### src/rtl/pipe_pkg.sv
// Shared definitions for the generic pipeline-stage buffer: state encoding,
// occupancy width and the packed MEM/WB payload field layout.
package pipe_pkg;

  typedef enum logic [1:0] {
    ST_EMPTY = 2'd0,
    ST_BUSY  = 2'd1,
    ST_FULL  = 2'd2
  } state_e;

  localparam int OCC_W = 2;

  // MEM/WB payload layout for the default 70-bit width
  localparam int REGWRITE_BIT  = 69;
  localparam int MEMTOREG_BIT  = 68;
  localparam int ALURESULT_MSB = 67;
  localparam int ALURESULT_LSB = 36;
  localparam int READDATA_MSB  = 35;
  localparam int READDATA_LSB  = 4;
  localparam int RDADDR_MSB    = 3;
  localparam int RDADDR_LSB    = 0;

endpackage

### src/rtl/pipe_stage_buf_sat_counter.sv
// Saturating up-counter with a 0..2 increment per cycle; holds at all-ones.
module sat_counter #(
  parameter int CNT_W = 8
) (
  input  logic             clk_i,
  input  logic             rst_i,
  input  logic [1:0]       inc_i,
  output logic [CNT_W-1:0] cnt_o
);

  logic [CNT_W-1:0] cnt_q, cnt_d;
  logic [CNT_W:0]   sum;

  always_comb begin
    sum   = {1'b0, cnt_q} + {{(CNT_W-1){1'b0}}, inc_i};
    cnt_d = sum[CNT_W] ? {CNT_W{1'b1}} : sum[CNT_W-1:0];
  end

  always_ff @(posedge clk_i) begin
    if (!rst_i) cnt_q <= '0;
    else        cnt_q <= cnt_d;
  end

  assign cnt_o = cnt_q;

endmodule

### src/rtl/pipe_stage_buf.sv
// Pipeline-stage register with valid/ready handshake, optional 2-entry skid
// buffer, synchronous flush and a saturating count of beats squashed by flush.
module pipe_stage_buf
  import pipe_pkg::*;
#(
  parameter int PAYLOAD_W    = 70,
  parameter int SKID         = 1,
  parameter int CLR_ON_FLUSH = 1,
  parameter int CNT_W        = 8
) (
  input  logic                 clk_i,
  input  logic                 rst_i,
  input  logic                 flush_i,
  input  logic                 in_valid_i,
  output logic                 in_ready_o,
  input  logic [PAYLOAD_W-1:0] in_data_i,
  output logic                 out_valid_o,
  input  logic                 out_ready_i,
  output logic [PAYLOAD_W-1:0] out_data_o,
  output logic [OCC_W-1:0]     occupancy_o,
  output logic [CNT_W-1:0]     drop_cnt_o,
  output logic [1:0]           dbg_state_o
);

  // Handshake: a beat moves on a posedge where valid and ready are both high.
  // Once out_valid_o rises, out_data_o is held until out_ready_i accepts it.
  logic [1:0] drop_inc;

  if (SKID != 0) begin : g_skid
    state_e               state_q, state_d;
    logic [PAYLOAD_W-1:0] main_q, main_d, skid_q, skid_d;
    logic                 ready_q, in_xfer, out_xfer;

    assign in_xfer  = in_valid_i & ready_q;
    assign out_xfer = (state_q != ST_EMPTY) & out_ready_i;

    always_comb begin
      state_d  = state_q;
      main_d   = main_q;
      skid_d   = skid_q;
      drop_inc = 2'd0;
      if (flush_i) begin
        state_d = ST_EMPTY;
        if (CLR_ON_FLUSH != 0) begin
          main_d = '0;
          skid_d = '0;
        end
        // Held beats minus the one leaving downstream, plus the one swallowed.
        drop_inc = 2'(state_q) - {1'b0, out_xfer} + {1'b0, in_xfer};
      end else begin
        case (state_q)
          ST_EMPTY: begin
            if (in_xfer) begin
              state_d = ST_BUSY;
              main_d  = in_data_i;
            end
          end
          ST_BUSY: begin
            case ({in_xfer, out_xfer})
              2'b11: main_d = in_data_i;
              2'b10: begin
                state_d = ST_FULL;
                skid_d  = in_data_i;
              end
              2'b01: state_d = ST_EMPTY;
              default: state_d = ST_BUSY;
            endcase
          end
          ST_FULL: begin
            if (out_xfer) begin
              state_d = ST_BUSY;
              main_d  = skid_q;
            end
          end
          default: state_d = ST_EMPTY;
        endcase
      end
    end

    always_ff @(posedge clk_i) begin
      if (!rst_i) begin
        state_q <= ST_EMPTY;
        main_q  <= '0;
        skid_q  <= '0;
        ready_q <= 1'b1;
      end else begin
        state_q <= state_d;
        main_q  <= main_d;
        skid_q  <= skid_d;
        ready_q <= (state_d != ST_FULL);
      end
    end

    assign in_ready_o  = ready_q;
    assign out_valid_o = (state_q != ST_EMPTY);
    assign out_data_o  = main_q;
    assign occupancy_o = OCC_W'(state_q);
    assign dbg_state_o = state_q;
  end else begin : g_noskid
    logic [PAYLOAD_W-1:0] main_q, main_d;
    logic                 valid_q, valid_d, ready, in_xfer, out_xfer;

    // Combinational ready: a full register may still load when the held beat leaves.
    assign ready    = ~valid_q | out_ready_i;
    assign in_xfer  = in_valid_i & ready;
    assign out_xfer = valid_q & out_ready_i;

    always_comb begin
      main_d   = main_q;
      valid_d  = valid_q;
      drop_inc = 2'd0;
      if (flush_i) begin
        valid_d = 1'b0;
        if (CLR_ON_FLUSH != 0) main_d = '0;
        drop_inc = {1'b0, valid_q & ~out_ready_i} + {1'b0, in_xfer};
      end else if (in_xfer) begin
        main_d  = in_data_i;
        valid_d = 1'b1;
      end else if (out_xfer) begin
        valid_d = 1'b0;
      end
    end

    always_ff @(posedge clk_i) begin
      if (!rst_i) begin
        main_q  <= '0;
        valid_q <= 1'b0;
      end else begin
        main_q  <= main_d;
        valid_q <= valid_d;
      end
    end

    assign in_ready_o  = ready;
    assign out_valid_o = valid_q;
    assign out_data_o  = main_q;
    assign occupancy_o = {{(OCC_W-1){1'b0}}, valid_q};
    assign dbg_state_o = valid_q ? ST_BUSY : ST_EMPTY;
  end

  sat_counter #(.CNT_W(CNT_W)) u_drop_cnt (
    .clk_i (clk_i),
    .rst_i (rst_i),
    .inc_i (drop_inc),
    .cnt_o (drop_cnt_o)
  );

endmodule

### config.mk
export PLATFORM = sky130hd
export DESIGN_NAME = pipe_stage_buf
export DESIGN_NICKNAME = d
export VERILOG_FILES = /design/src/rtl/pipe_pkg.sv /design/src/rtl/pipe_stage_buf_sat_counter.sv /design/src/rtl/pipe_stage_buf.sv
export SDC_FILE = /design/constraint.sdc
export NUM_CORES = 1
export LEC_CHECK = 0
export CAP_MARGIN = 0
export CORE_UTILIZATION = 54
export DETAILED_ROUTE_END_ITERATION = 6
export PLACE_DENSITY = 0.94
export SYNTH_ARGS = -nofsm -noshare
export SYNTH_HDL_FRONTEND = slang
export SYNTH_HIERARCHICAL = 1
export SYNTH_SLANG_ARGS = --single-unit
### constraint.sdc
create_clock -name clk_i -period 5.4 [get_ports clk_i]
set_clock_uncertainty 0.15 [all_clocks]
set_input_delay 0.54 -clock clk_i [delete_from_list [all_inputs] [get_ports clk_i]]
set_output_delay 0.54 -clock clk_i [all_outputs]
set_load 0.01 [all_outputs]
# ---- Word level (Yosys, flattened, before mapping)
# Cells that the tools add are included.
dict set report word_totals {
  ff_bits 151
  elab_cells 37
}
dict set report op_classes {
  mux 11
  addsub 3
  n_reduce_logical 6
  n_eq_ne 9
  n_bitwise 3
}
# cell n
set op_table {}
lappend op_table {{$mux W70} 3}
lappend op_table {{$pmux W70 S3} 1}
lappend op_table {{$pmux W2 S3} 2}
lappend op_table {{$add A8 B2 Y9} 1}
lappend op_table {{$mux W2} 4}
lappend op_table {{$mux W8} 1}
lappend op_table {{$eq A2 B2 Y1 const B} 3}
lappend op_table {{$ne A2 B2 Y1 const B} 3}
lappend op_table {{$eq A2 B1 Y1 const B} 2}
lappend op_table {{$reduce_and A4 Y1} 1}
lappend op_table {{$reduce_bool A3 Y1} 1}
lappend op_table {{$add A2 B1 Y2} 1}
lappend op_table {{$and A1 B1 Y1} 2}
lappend op_table {{$logic_not A2 Y1} 1}
lappend op_table {{$ne A2 B1 Y1 const B} 1}
lappend op_table {{$reduce_and A2 Y1} 1}
lappend op_table {{$reduce_bool A2 Y1} 1}
lappend op_table {{$reduce_or A2 Y1} 1}
lappend op_table {{$sub A2 B1 Y2} 1}
lappend op_table {{$not A1 Y1} 1}

# ---- Logic depth before layout (Yosys ltp)
# Gate-level depths: netlist of the first run.
dict set report logic_depth {
  word_depth 7
  ltp_mapped 13
  ltp_nobuf 13
}

# ---- By module
# The synthesis of the first run kept the hierarchy.
# module area_each_um2 instances seq_area_each_um2 cells_per_inst
set modules_own_cells {}
lappend modules_own_cells {pipe_stage_buf 6537.5 1 2862.7 679}
lappend modules_own_cells {sat_counter 417.9 1 160.2 44}

# ---- Worst setup path after synthesis of the first run
# OpenSTA, ideal clock, no wires.
dict set report synth_path {
  kind {register to register}
  from {register g_skid.state_q[0], in the netlist dbg_state_o[0]}
  to {register u_drop_cnt.cnt_q[3], in the netlist u_drop_cnt/cnt_o[3]}
  path_slack_ns 2.159
  arrival_time_ns 3.032
  stages_incl_launch_ff 14
  setup_time_ns 0.059
  cell_sequence {dfxtp_1 > or2_2 > and2_1 > ha_1 > inv_1 > ha_1 > xnor2_1 > xnor2_1 > and2_1 > inv_1 > fa_1 > and4b_4 > and4_4 > o31a_1}
}
dict set report synth_between {
  elab_chain_cells 7
}
# item line_no
set synth_rtl {}
lappend synth_rtl {{start, declared} pipe_stage_buf.sv:30} ;# state_e state_q, state_d;
lappend synth_rtl {{start signal, assigned} pipe_stage_buf.sv:87} ;# state_q <= state_d;
lappend synth_rtl {{$reduce_bool A2 Y1} --}
lappend synth_rtl {{net out_valid_o} pipe_stage_buf.sv:17} ;# output logic out_valid_o,
lappend synth_rtl {{$and A1 B1 Y1} pipe_stage_buf.sv:35} ;# assign out_xfer = (state_q != ST_EMPTY) & out_ready_i;
lappend synth_rtl {{$sub A2 B1 Y2} pipe_stage_buf.sv:49} ;# drop_inc = 2'(state_q) - {1'b0, out_xfer} + {1'b0, in_xfer};
lappend synth_rtl {{$add A2 B1 Y2} pipe_stage_buf.sv:49}
lappend synth_rtl {{$mux W2} pipe_stage_buf.sv:42} ;# if (flush_i) begin
lappend synth_rtl {{net drop_inc[1]} pipe_stage_buf.sv:27} ;# logic [1:0] drop_inc;
lappend synth_rtl {{$add A8 B2 Y9} pipe_stage_buf_sat_counter.sv:15} ;# sum = {1'b0, cnt_q} + {{(CNT_W-1){1'b0}}, inc_i};
lappend synth_rtl {{$mux W8} pipe_stage_buf_sat_counter.sv:16} ;# cnt_d = sum[CNT_W] ? {CNT_W{1'b1}} : sum[CNT_W-1:0];
lappend synth_rtl {{end signal, assigned} pipe_stage_buf_sat_counter.sv:21} ;# else cnt_q <= cnt_d;
lappend synth_rtl {{end, declared} pipe_stage_buf_sat_counter.sv:11} ;# logic [CNT_W-1:0] cnt_q, cnt_d;
# The timed path passes the listed nets, and every way through them passes these cells.
# A chain may end at the register's enable or synchronous reset.

# ---- Worst setup path in the final report of the first run
dict set report layout_path {
  from {register g_skid.state_q[0], in the netlist dbg_state_o[0]}
  to {register u_drop_cnt.cnt_q[3], in the netlist u_drop_cnt/cnt_o[3]}
}
dict set report layout_between {
  elab_chain_cells 7
}
# item line_no
set layout_rtl {}
lappend layout_rtl {{$reduce_bool A2 Y1} pipe_stage_buf.sv:35}
lappend layout_rtl {{$and A1 B1 Y1} pipe_stage_buf.sv:35}
lappend layout_rtl {{$sub A2 B1 Y2 *} pipe_stage_buf.sv:49}
lappend layout_rtl {{$add A2 B1 Y2 *} pipe_stage_buf.sv:49}
lappend layout_rtl {{$mux W2 *} pipe_stage_buf.sv:42}
lappend layout_rtl {{net drop_inc[1]} pipe_stage_buf.sv:27}
lappend layout_rtl {{$add A8 B2 Y9 *} pipe_stage_buf_sat_counter.sv:15}
lappend layout_rtl {{$mux W8 *} pipe_stage_buf_sat_counter.sv:16}
# Mark *: on every way through the listed nets, which the timed path passes. The rest lies on a longest branch.

==> results of run 1 <==
synthesized netlist by cell type:
master / count
a211o_1: 1
a211oi_1: 1
a211oi_2: 70
a21oi_1: 73
a31oi_1: 1
a32oi_1: 1
and2_1: 3
and3b_1: 2
and3b_2: 1
and4_2: 1
and4_4: 1
and4b_1: 1
and4b_4: 1
buf_2: 10
buf_4: 2
buf_6: 8
clkbuf_1: 69
dfxtp_1: 151
fa_1: 1
ha_1: 4
inv_1: 7
mux2i_1: 71
nand2_1: 4
nand2b_1: 3
nand3_1: 73
nand3b_1: 1
nor2_1: 1
nor2b_1: 1
nor3_1: 3
nor3b_1: 1
nor4_1: 70
nor4bb_1: 1
o21a_1: 5
o21ai_0: 72
o31a_1: 2
or2_2: 2
or3_1: 1
xnor2_1: 3
final cells by class:
| cell class | instances | area [um^2] | share of cell area |
|---|---|---|---|
| multi-input combinational | 476 | 3541 | 0.3883 |
| sequential | 151 | 3023 | 0.3315 |
| timing repair buffer | 168 | 1669 | 0.1830 |
| clock buffer | 25 | 505.5 | 0.05543 |
| tap | 172 | 215.2 | 0.02360 |
| clock inverter | 7 | 138.9 | 0.01523 |
| inverter | 7 | 26.28 | 0.002881 |
per-stage QoR:
step,power [mW],utilization,worst slack (ns),instances,hold slack [ns]
after floorplan,1.409,-,2.159,723,0.3032
after global placement,1.566,0.6743,1.645,974,0.3083
after detailed placement,1.575,0.6743,1.587,974,0.3169
after CTS,2.846,0.7255,1.950,1006,0.3249
after global routing,2.929,0.7255,1.747,1006,0.3451
final,2.842,0.7255,1.942,1006,0.3234
worst max path at each step:
stage                                to  slack, ns  cells after the start
floorplan           u_drop_cnt/cnt_o[3]       2.16                     13
global placement    u_drop_cnt/cnt_o[5]       1.65                     13
detailed placement  u_drop_cnt/cnt_o[3]       1.59                     13
CTS                 u_drop_cnt/cnt_o[3]       1.95                     13
global route        u_drop_cnt/cnt_o[5]       1.75                     13
finish              u_drop_cnt/cnt_o[3]       1.94                     13
sequential cells by signal, indices dropped and copies added (netlist names):
register          cells
u_drop_cnt/cnt_o      8
dbg_state_o           2
in_ready_o            1
out_data_o           70
g_skid.skid_q        70
cell families after synthesis:
kind of cell	share of synthesized area
xor gates and xnor gates	0.003778
DFF	0.4346
buffers and inverters	0.06332
and+or+nand+nor	0.1434
muxes	0.1022
AOI/OAI and AO/OA	0.2427
adders and majority gates	0.01007
per-layer routing:
metal,share of wire,GRT usage
met5,0,0
met1,0.41,0.3623
met2,0.49,0.5098
met3,0.069,0.06433
met4,0.029,0.1671
where the power goes:
group	total (mW)	internal, mW	leakage [nW]	switching [mW]
Sequential	1.17	1.15	1.23	0.0233
Clock	1.28	0.834	0.317	0.449
Combinational	0.385	0.177	1.85	0.208
Total	2.84	2.16	3.40	0.681
worst reg2reg max path, stage by stage (launching register included):
cell,delay (ns)
dfxtp_1,0.43
or2_2,0.36
and2_1,0.16
ha_1,0.29
inv_1,0.06
ha_1,0.18
xnor2_1,0.18
xnor2_1,0.14
and2_1,0.17
inv_1,0.06
fa_1,0.44
and4b_4,0.37
and4_4,0.26
o31a_1,0.14
==> flow_summary_export.csv, run 1 <==
group,metric,value,unit
timing,relSlewSlack,0.2555,
routing,drc,0,
clocking,cts_tree,"yes",
layout,final_cell_mix,"clkdlybuf4s50_1, dfxtp_1, a21oi_1, nand3_1, o21ai_0",
yosys,yosysSeqAreaShare,0.4346,
clocking,cts_resized,0,
power_and_ir_drop,ir_worst_vdd,0.0001822,V
global_route,grt_max_degree,75,
power_and_ir_drop,power.density,311.6,nW/um^2
clocking,cts.clk_slew.worst_paths,0.06,ns
timing,fin_crit,3.458,ns
layout,nets,901,
yosys,synth_cells,723,
critical_path,required,5.62,ns
critical_path,cp-startpoint,"dbg_state_o[0]",
routing,avgViaCountPerCell,6.402,
floorplanning,die_h,115.5,um
yosys,yosysWarnings,6,
layout,fill_cells,887,
routing,totalWireLength,19830,um
critical_path,slowest_stage,"fa_1",
timing,worst_pin_slew,1.114,ns
clocking,clk_latency,0.43,ns
min_path,hp-class,"register to register",
global_route,grt_pass1_vias,6301,
critical_path,ff2ff_setup_slack,1.94,ns
layout,final_cell_area,9119,um^2
critical_path,crit_type,"register to register",
outcome,status,"finished clean",
layout,layout_commonest_cell,"clkdlybuf4s50_1",
yosys,syn_area_per_cell,9.620,um^2
critical_path,critPathMaxFanout,12,
yosys,ys_ff_latch,151,
clocking,tritoncts.num_buffers,17,
clocking,cts_sinks,151,
routing,wire_per_inst,19.71,um
timing,setup_viol_count_final,0,
clocking,cts_hold_buf,0,
placement,port_buffers,158,
routing,ant_nets,0,
min_path,min_path_cells,2,
global_route,overflow,0,
placement,gp_congestion,0.7732,
floorplanning,die_area,13340,um^2
floorplanning,core_area,12570,um^2
placement,hpwl,11170,um
routing,dr_total_vias,6440,
global_route,grtUsageTotal,0.3033,
clocking,clock-root-buffer,"clkbuf_16",
layout,diodes,0,
clocking,cts.path.max_buffers,2,
timing,drv_slew,0,
critical_path,crit_path_cell_trace,"or2_2 -> and2_1 -> ha_1 -> inv_1 -> ha_1 -> xnor2_1 -> xnor2_1 -> and2_1 -> inv_1 -> fa_1 -> and4b_4 -> and4_4 -> o31a_1",
yosys,synth_top_area_share,0.4346,
floorplanning,initial_core_util,0.5534,
routing,drt_iter0_drc,669,
placement,postPlaceCellArea,8474,um^2
floorplanning,num_rows,41,
yosys,synth_area,6955,um^2
routing,first_pass_iters,7,
critical_path,r2r_cells,13,
timing,fin_setup_tns,0,ns
critical_path,critPathCaptureType,"register",
timing,hold_violations,0,
floorplanning,fp.dieW,115.5,um
critical_path,crit_buf_inv,2,
yosys,netlist_top_cells_area,"dfxtp_1, a211oi_2, mux2i_1",
timing,period_share,0.6404,
flow_run,max_cap_viol_count,0,
timing,rsz0062_at_grt,"no",
yosys,synth_top_cell_by_area,"dfxtp_1",
critical_path,r2r-start,"dbg_state_o[0]",
critical_path,rr_endpoint,"u_drop_cnt/cnt_o[3]",
layout,syn2layout_area_growth,31.10,%
critical_path,crit_arrival,3.68,ns
power_and_ir_drop,power.leakage,3.399,nW
critical_path,critical-path-top-delay-family,"simple AND/OR/NAND/NOR gates",
layout,layout-drive-gt1-share,0.1487,
floorplanning,io_pins,159,
clocking,post_cts_buffers,0,
min_path,min_to,"g_skid.skid_q[17]",
yosys,ys_types,38,
timing,clock.fmax,289.2,MHz
global_route,grt_pass1_wl,31260,um
yosys,synth_fp_nets,803,
critical_path,start_kind,"register",
critical_path,critPathMaxStageDelay,0.44,ns
clocking,htreeDepth,4,
min_path,hold_start,"g_skid.skid_q[17]",
global_route,antenna_found_initial,0,
No activity file was read; power rests on OpenSTA's default activity.
==> run 2, diff against run 1 <==
--- a/config.mk
+++ b/config.mk
@@ -6,9 +6,9 @@
 export NUM_CORES = 1
 export LEC_CHECK = 0
 export CAP_MARGIN = 0
-export CORE_UTILIZATION = 54
+export CORE_UTILIZATION = 46
 export DETAILED_ROUTE_END_ITERATION = 6
-export PLACE_DENSITY = 0.94
+export PLACE_DENSITY = 0.86
 export SYNTH_ARGS = -nofsm -noshare
 export SYNTH_HDL_FRONTEND = slang
 export SYNTH_HIERARCHICAL = 1
==> constraint.sdc (replaced) <==
create_clock -name clk_i -period 3.11 [get_ports clk_i]
set_clock_uncertainty 0.15 [all_clocks]
set_input_delay 0.311 -clock clk_i [delete_from_list [all_inputs] [get_ports clk_i]]
set_output_delay 0.311 -clock clk_i [all_outputs]
set_load 0.01 [all_outputs]
==> run 2 against run 1 <==
Global-route usage is 6.2 points lower. Combinational power is 84% higher. Critical path type unchanged. The flow now finishes with violations (DRC). Wire length is 3.2% lower. Sequential cell count stayed put. Sequential power is 74% higher. Register-to-register slack worse by 1.9 ns. Critical path depth is 1 lower. Non-clock buffer count is 21 higher.
==> flow_summary_export.csv, run 2 (synthesized netlist as in run 1, its figures left out) <==
group,metric,value,unit
layout,fin_cells,1038,
layout,regArea,3025,um^2
timing,drv_slew,0,
power_and_ir_drop,p_sw_frac,0.2468,
power_and_ir_drop,combPwrFrac,0.144,
routing,avgViaCountPerCell,6.035,
placement,post-place-ws,-0.2387,ns
routing,dr_total_vias,6264,
placement,gp_congestion,0.7972,
critical_path,crit_type,"register to register",
critical_path,crit_arrival,3.23,ns
placement,port_buffers,158,
clocking,htreeDepth,4,
timing,clock.fmax,330.1,MHz
critical_path,critPathCaptureType,"register",
floorplanning,initial_core_util,0.4750,
floorplanning,die_h,125.0,um
min_path,hp-class,"register to register",
routing,wire_per_inst,18.50,um
global_route,grt_max_degree,69,
placement,numPlacedInstances,1004,
clocking,clock-root-buffer,"clkbuf_16",
critical_path,ff2ff_setup_slack,0.08,ns
layout,multi_input_comb_area,3576,um^2
clocking,tritoncts.num_buffers,17,
layout,diodes,0,
outcome,violations,"DRC",
routing,ant_nets,0,
routing,totalWireLength,19200,um
clocking,cts.clk_slew.worst_paths,0.06,ns
clocking,cts.path.max_buffers,2,
floorplanning,fp.dieW,125.0,um
floorplanning,num_rows,44,
layout,fill_cells,1192,
global_route,overflow,0,
critical_path,critPathMaxFanout,5,
clocking,cts_tree,"yes",
timing,relSlewSlack,0.6468,
global_route,grt_pass1_wl,30730,um
global_route,antenna_found_initial,0,
layout,final_cell_mix,"clkdlybuf4s50_1, dfxtp_1, a21oi_1, nand3_1, o21ai_0",
layout,layout_commonest_cell,"clkdlybuf4s50_1",
floorplanning,core_area,14640,um^2
layout,nets,922,
routing,first_pass_iters,6,
power_and_ir_drop,total_power,4.895,mW
timing,hold_violations,0,
global_route,grtUsageTotal,0.2410,
flow_run,max_cap_viol_count,0,
placement,hpwl,11730,um
power_and_ir_drop,power.leakage,3.500,nW
critical_path,required,3.31,ns
timing,fin_crit,3.029,ns
power_and_ir_drop,p_sw,1.208,mW
layout,syn2layout_area_growth,34.84,%
timing,period_share,0.9739,
routing,drt_iter0_drc,442,
global_route,grt_pass1_vias,6106,
floorplanning,die_area,15620,um^2
layout,layout-drive-gt1-share,0.1838,
floorplanning,io_pins,159,
power_and_ir_drop,p_clk_frac,0.441,
timing,rsz0062_at_grt,"no",
timing,setup_viol_count_final,0,
clocking,clk_latency,0.41,ns
timing,setup_slack,0.08104,ns
critical_path,start_kind,"register",
timing,worst_pin_slew,0.5295,ns
power_and_ir_drop,power.density,522.0,nW/um^2
clocking,cts_sinks,151,
power_and_ir_drop,pwr-share-seq,0.415,
power_and_ir_drop,ir_worst_vdd,0.0003175,V
routing,drc,18,
outcome,status,"finished with violations",
power_and_ir_drop,p_int,3.687,mW
==> run 2: layout make-up <==
class                           instances  share of cell area
Clock inverter                         13             0.01921
Clock buffer                           18             0.04682
Inverter                                7            0.002801
Multi-Input combinational cell        476              0.3813
Timing Repair Buffer                  189              0.2028
Sequential cell                       151              0.3226
Tap cell                              184             0.02455
==> run 2: worst paths after layout <==
| kind | from | endpoint | cells past startpoint |
|---|---|---|---|
| worst max-delay path | dbg_state_o[0] | u_drop_cnt/cnt_o[5] | 12 |
| worst min-delay path | g_skid.skid_q[5] | g_skid.skid_q[5] | 2 |
| worst max register to register | dbg_state_o[0] | u_drop_cnt/cnt_o[5] | 12 |
| worst min register to register | g_skid.skid_q[5] | g_skid.skid_q[5] | 2 |
==> run 2: through the flow <==
stage                     hold WS (ns)  setup TNS [ns]  utilization  instance area, um^2
after floorplan                 0.2320               0            -                 6960
after global placement          0.3091          -1.228       0.5944                 8705
after detailed placement        0.3154          -1.349       0.5944                 8705
after CTS                       0.3236               0       0.6369                 9326
after global routing            0.3444               0       0.6405                 9379
final                           0.3228               0       0.6405                 9379
==> run 2: repair_timing <==
| item | CTS | global route |
|---|---|---|
| setup endpoints to repair | 5 | 6 |
| hold buffers | 0 | 0 |
| gates resized for setup | 1 | 7 |
| pin swaps | 0 | 7 |
| setup buffers | 0 | 3 |
==> run 2: routing by layer <==
metal  vias up  share of wire  track usage  wire (um)
li1       2964              -            -          -
met1      3043           0.44       0.3022       8358
met2       236           0.49       0.4187       9476
met3        21          0.056      0.04450       1068
met4         0          0.015      0.07604        295
met5         -              0            0          0
==> run 2: power groups by stage <==
stage	Clock, mW	Combinational (mW)	Sequential [mW]
2_1_floorplan	0	0.354	2.09
3_3_place_gp	0	0.683	2.07
3_5_place_dp	0	0.695	2.07
4_1_cts	2.20	0.699	2.03
5_1_grt	2.28	0.748	2.04
6_report	2.16	0.707	2.03
==> run 2: worst max-delay path: stages (launching register included) <==
cell and delay, ns:
dfxtp_2 0.32, or2_4 0.24, and2_4 0.16, ha_4 0.26, inv_1 0.05, ha_2 0.30, and2_4 0.14, ha_2 0.18
inv_2 0.04, fa_2 0.38, and4b_4 0.35, and4_4 0.26, o31a_1 0.14
==> run 3, diff against run 2 <==
--- a/config.mk
+++ b/config.mk
@@ -8,7 +8,9 @@
 export CAP_MARGIN = 0
 export CORE_UTILIZATION = 46
 export DETAILED_ROUTE_END_ITERATION = 6
+export GPL_ROUTABILITY_DRIVEN = 1
 export PLACE_DENSITY = 0.86
+export RECOVER_POWER = 100
 export SYNTH_ARGS = -nofsm -noshare
 export SYNTH_HDL_FRONTEND = slang
 export SYNTH_HIERARCHICAL = 1
==> run 3 against run 2 <==
The run ends with DRC, capacitance limit, slew limit left. Count of clock-buffer cells in the layout stayed put. Maximum frequency decreased by 0.38%. Die area did not move. Global-route usage unchanged. Combinational power fell by 8.2%. Final area down 2.2%. Sequential share of layout area up 0.72 points. Wire length increased by 0.43%. Clock power is essentially flat. Sequential cell count unchanged. Critical path depth stayed put. Largest cell class unchanged.
==> flow_summary_export.csv, run 3 (synthesized netlist as in run 1, its figures left out) <==
group,metric,value,unit
outcome,status,"finished with violations",
outcome,violations,"DRC, capacitance limit, slew limit",
flow_run,max_cap_viol_count,2,
power_and_ir_drop,p_int,3.652,mW
critical_path,crit_type,"register to register",
clocking,cts.clk_slew.worst_paths,0.06,ns
power_and_ir_drop,p_clk_frac,0.447,
layout,fill_cells,1229,
critical_path,critPathMaxFanout,5,
global_route,antenna_found_initial,0,
power_and_ir_drop,p_sw_frac,0.2456,
critical_path,rr_endpoint,"u_drop_cnt/cnt_o[5]",
critical_path,critPathCaptureType,"register",
critical_path,r2r-start,"dbg_state_o[0]",
power_and_ir_drop,combPwrFrac,0.134,
power_and_ir_drop,p_sw,1.189,mW
clocking,htreeDepth,4,
floorplanning,initial_core_util,0.4750,
layout,final_cell_area,9171,um^2
layout,final_cell_mix,"dfxtp_1, dlygate4sd3_1, clkdlybuf4s50_1",
timing,relSlewSlack,-0.1924,
critical_path,critPathMaxStageDelay,0.38,ns
timing,drv_slew,74,
timing,hold_violations,0,
routing,wire_per_inst,18.58,um
global_route,grt_max_degree,69,
routing,totalWireLength,19280,um
timing,rsz0062_at_grt,"no",
critical_path,crit_arrival,3.24,ns
min_path,min_path_cells,2,
power_and_ir_drop,power.density,527.8,nW/um^2
timing,fin_crit,3.040,ns
routing,drc,18,
timing,setup_viol_count_final,0,
clocking,clk_latency,0.41,ns
floorplanning,die_h,125.0,um
power_and_ir_drop,power.leakage,3.698,nW
critical_path,ff2ff_setup_slack,0.07,ns
placement,hpwl,11730,um
routing,first_pass_iters,7,
layout,layout_commonest_cell,"dfxtp_1",
timing,period_share,0.9776,
layout,syn2layout_area_growth,31.86,%
placement,port_buffers,158,
power_and_ir_drop,ir_worst_vdd,0.0003162,V
routing,drt_iter0_drc,472,
placement,gp_congestion,0.7972,
clocking,cts.path.max_buffers,2,
min_path,min_to,"g_skid.skid_q[5]",
floorplanning,die_area,15620,um^2
timing,finalHoldWorstSlack,0.3231,ns
clocking,cts_sinks,151,
clocking,cts_hold_buf,0,
critical_path,start_kind,"register",
placement,numPlacedInstances,1004,
critical_path,slowest_stage,"fa_2",
critical_path,required,3.31,ns
floorplanning,fp.dieW,125.0,um
timing,worst_pin_slew,1.789,ns
routing,ant_nets,0,
layout,diodes,0,
floorplanning,num_rows,44,
global_route,grt_pass1_vias,6106,
layout,nets,922,
min_path,hold_start,"g_skid.skid_q[5]",
layout,layout-drive-gt1-share,0.1382,
clocking,tritoncts.num_buffers,17,
critical_path,r2r_cells,12,
floorplanning,io_pins,159,
global_route,overflow,0,
routing,dr_total_vias,6271,
placement,postPlaceCellArea,8705,um^2
min_path,hp-class,"register to register",
critical_path,critical-path-top-delay-family,"simple AND/OR/NAND/NOR gates",
critical_path,crit_buf_inv,2,
timing,fin_setup_tns,0,ns
layout,fin_cells,1038,
routing,avgViaCountPerCell,6.041,
clocking,cts_tree,"yes",
critical_path,crit_path_cell_trace,"or2_4 -> and2_4 -> ha_4 -> inv_1 -> ha_2 -> and2_4 -> ha_2 -> inv_2 -> fa_2 -> and4b_4 -> and4_4 -> o31a_1",
power_and_ir_drop,pwr-share-seq,0.419,
global_route,grtUsageTotal,0.2410,
floorplanning,core_area,14640,um^2
timing,clock.fmax,328.9,MHz
global_route,grt_pass1_wl,30730,um
clocking,clock-root-buffer,"clkbuf_16",
==> run 3: cell types whose count changed in the layout (fill, tap and decap cells not counted), sizes merged <==
cell / change
clkdlybuf4s50: -84
dlygate4sd3: +84
buf: -6
clkbuf: +6
==> run 3: timing repair <==
item	4_1_cts	5_1_grt
pin swaps	0	7
endpoints found under the setup margin	5	6
endpoints found under the hold margin	0	0
setup buffers	0	3
gates resized for setup	1	7
==> run 3: worst max-delay path by stage <==
stage / start / to / slack (ns) / depth (start not counted)
after CTS: dbg_state_o[0] / u_drop_cnt/cnt_o[3] / 0.003 / 13
after floorplan: dbg_state_o[0] / u_drop_cnt/cnt_o[3] / 0.0004 / 13
final: dbg_state_o[0] / u_drop_cnt/cnt_o[5] / 0.07 / 12
after detailed placement: out_ready_i / u_drop_cnt/cnt_o[3] / -0.24 / 13
after global placement: out_ready_i / u_drop_cnt/cnt_o[3] / -0.22 / 13
after global routing: dbg_state_o[0] / u_drop_cnt/cnt_o[3] / 0.003 / 12
==> run 3: area by class of cell <==
class | count | area (um^2) | area share
clock buffer | 18 | 439.2 | 0.04789
clock inverter | 13 | 180.2 | 0.01965
inverter | 7 | 26.28 | 0.002865
multi-input combinational | 476 | 3400 | 0.3707
sequential | 151 | 3024 | 0.3297
tap | 184 | 230.2 | 0.02510
timing repair buffer | 189 | 1872 | 0.2041
==> run 3: worst min-delay path, stage by stage (launching register included) <==
cell	delay, ns
dfxtp_1	0.30
o21ai_0	0.06
a21oi_1	0.06
==> run 3: power groups by stage <==
| stage | Combinational, mW | Clock [mW] | Sequential [mW] |
|---|---|---|---|
| 4_1_cts | 0.699 | 2.20 | 2.03 |
| 2_1_floorplan | 0.354 | 0 | 2.09 |
| 5_1_grt | 0.690 | 2.28 | 2.04 |
| 6_report | 0.649 | 2.16 | 2.03 |
| 3_5_place_dp | 0.695 | 0 | 2.07 |
| 3_3_place_gp | 0.683 | 0 | 2.07 |
==> run 3: through the flow <==
step	util	setup slack [ns]	total power [mW]
detailed placement	0.5944	-0.2387	2.768
finish	0.6263	0.06954	4.840
floorplan	-	0.0004128	2.447
CTS	0.6369	0.002707	4.926
global placement	0.5944	-0.2195	2.754
global route	0.6263	0.002998	5.005
==> run 3: routing by layer <==
layer  track usage  share of wire
met4       0.07604          0.014
met2        0.4187           0.49
met5             0              0
met3       0.04450          0.052
met1        0.3022           0.44
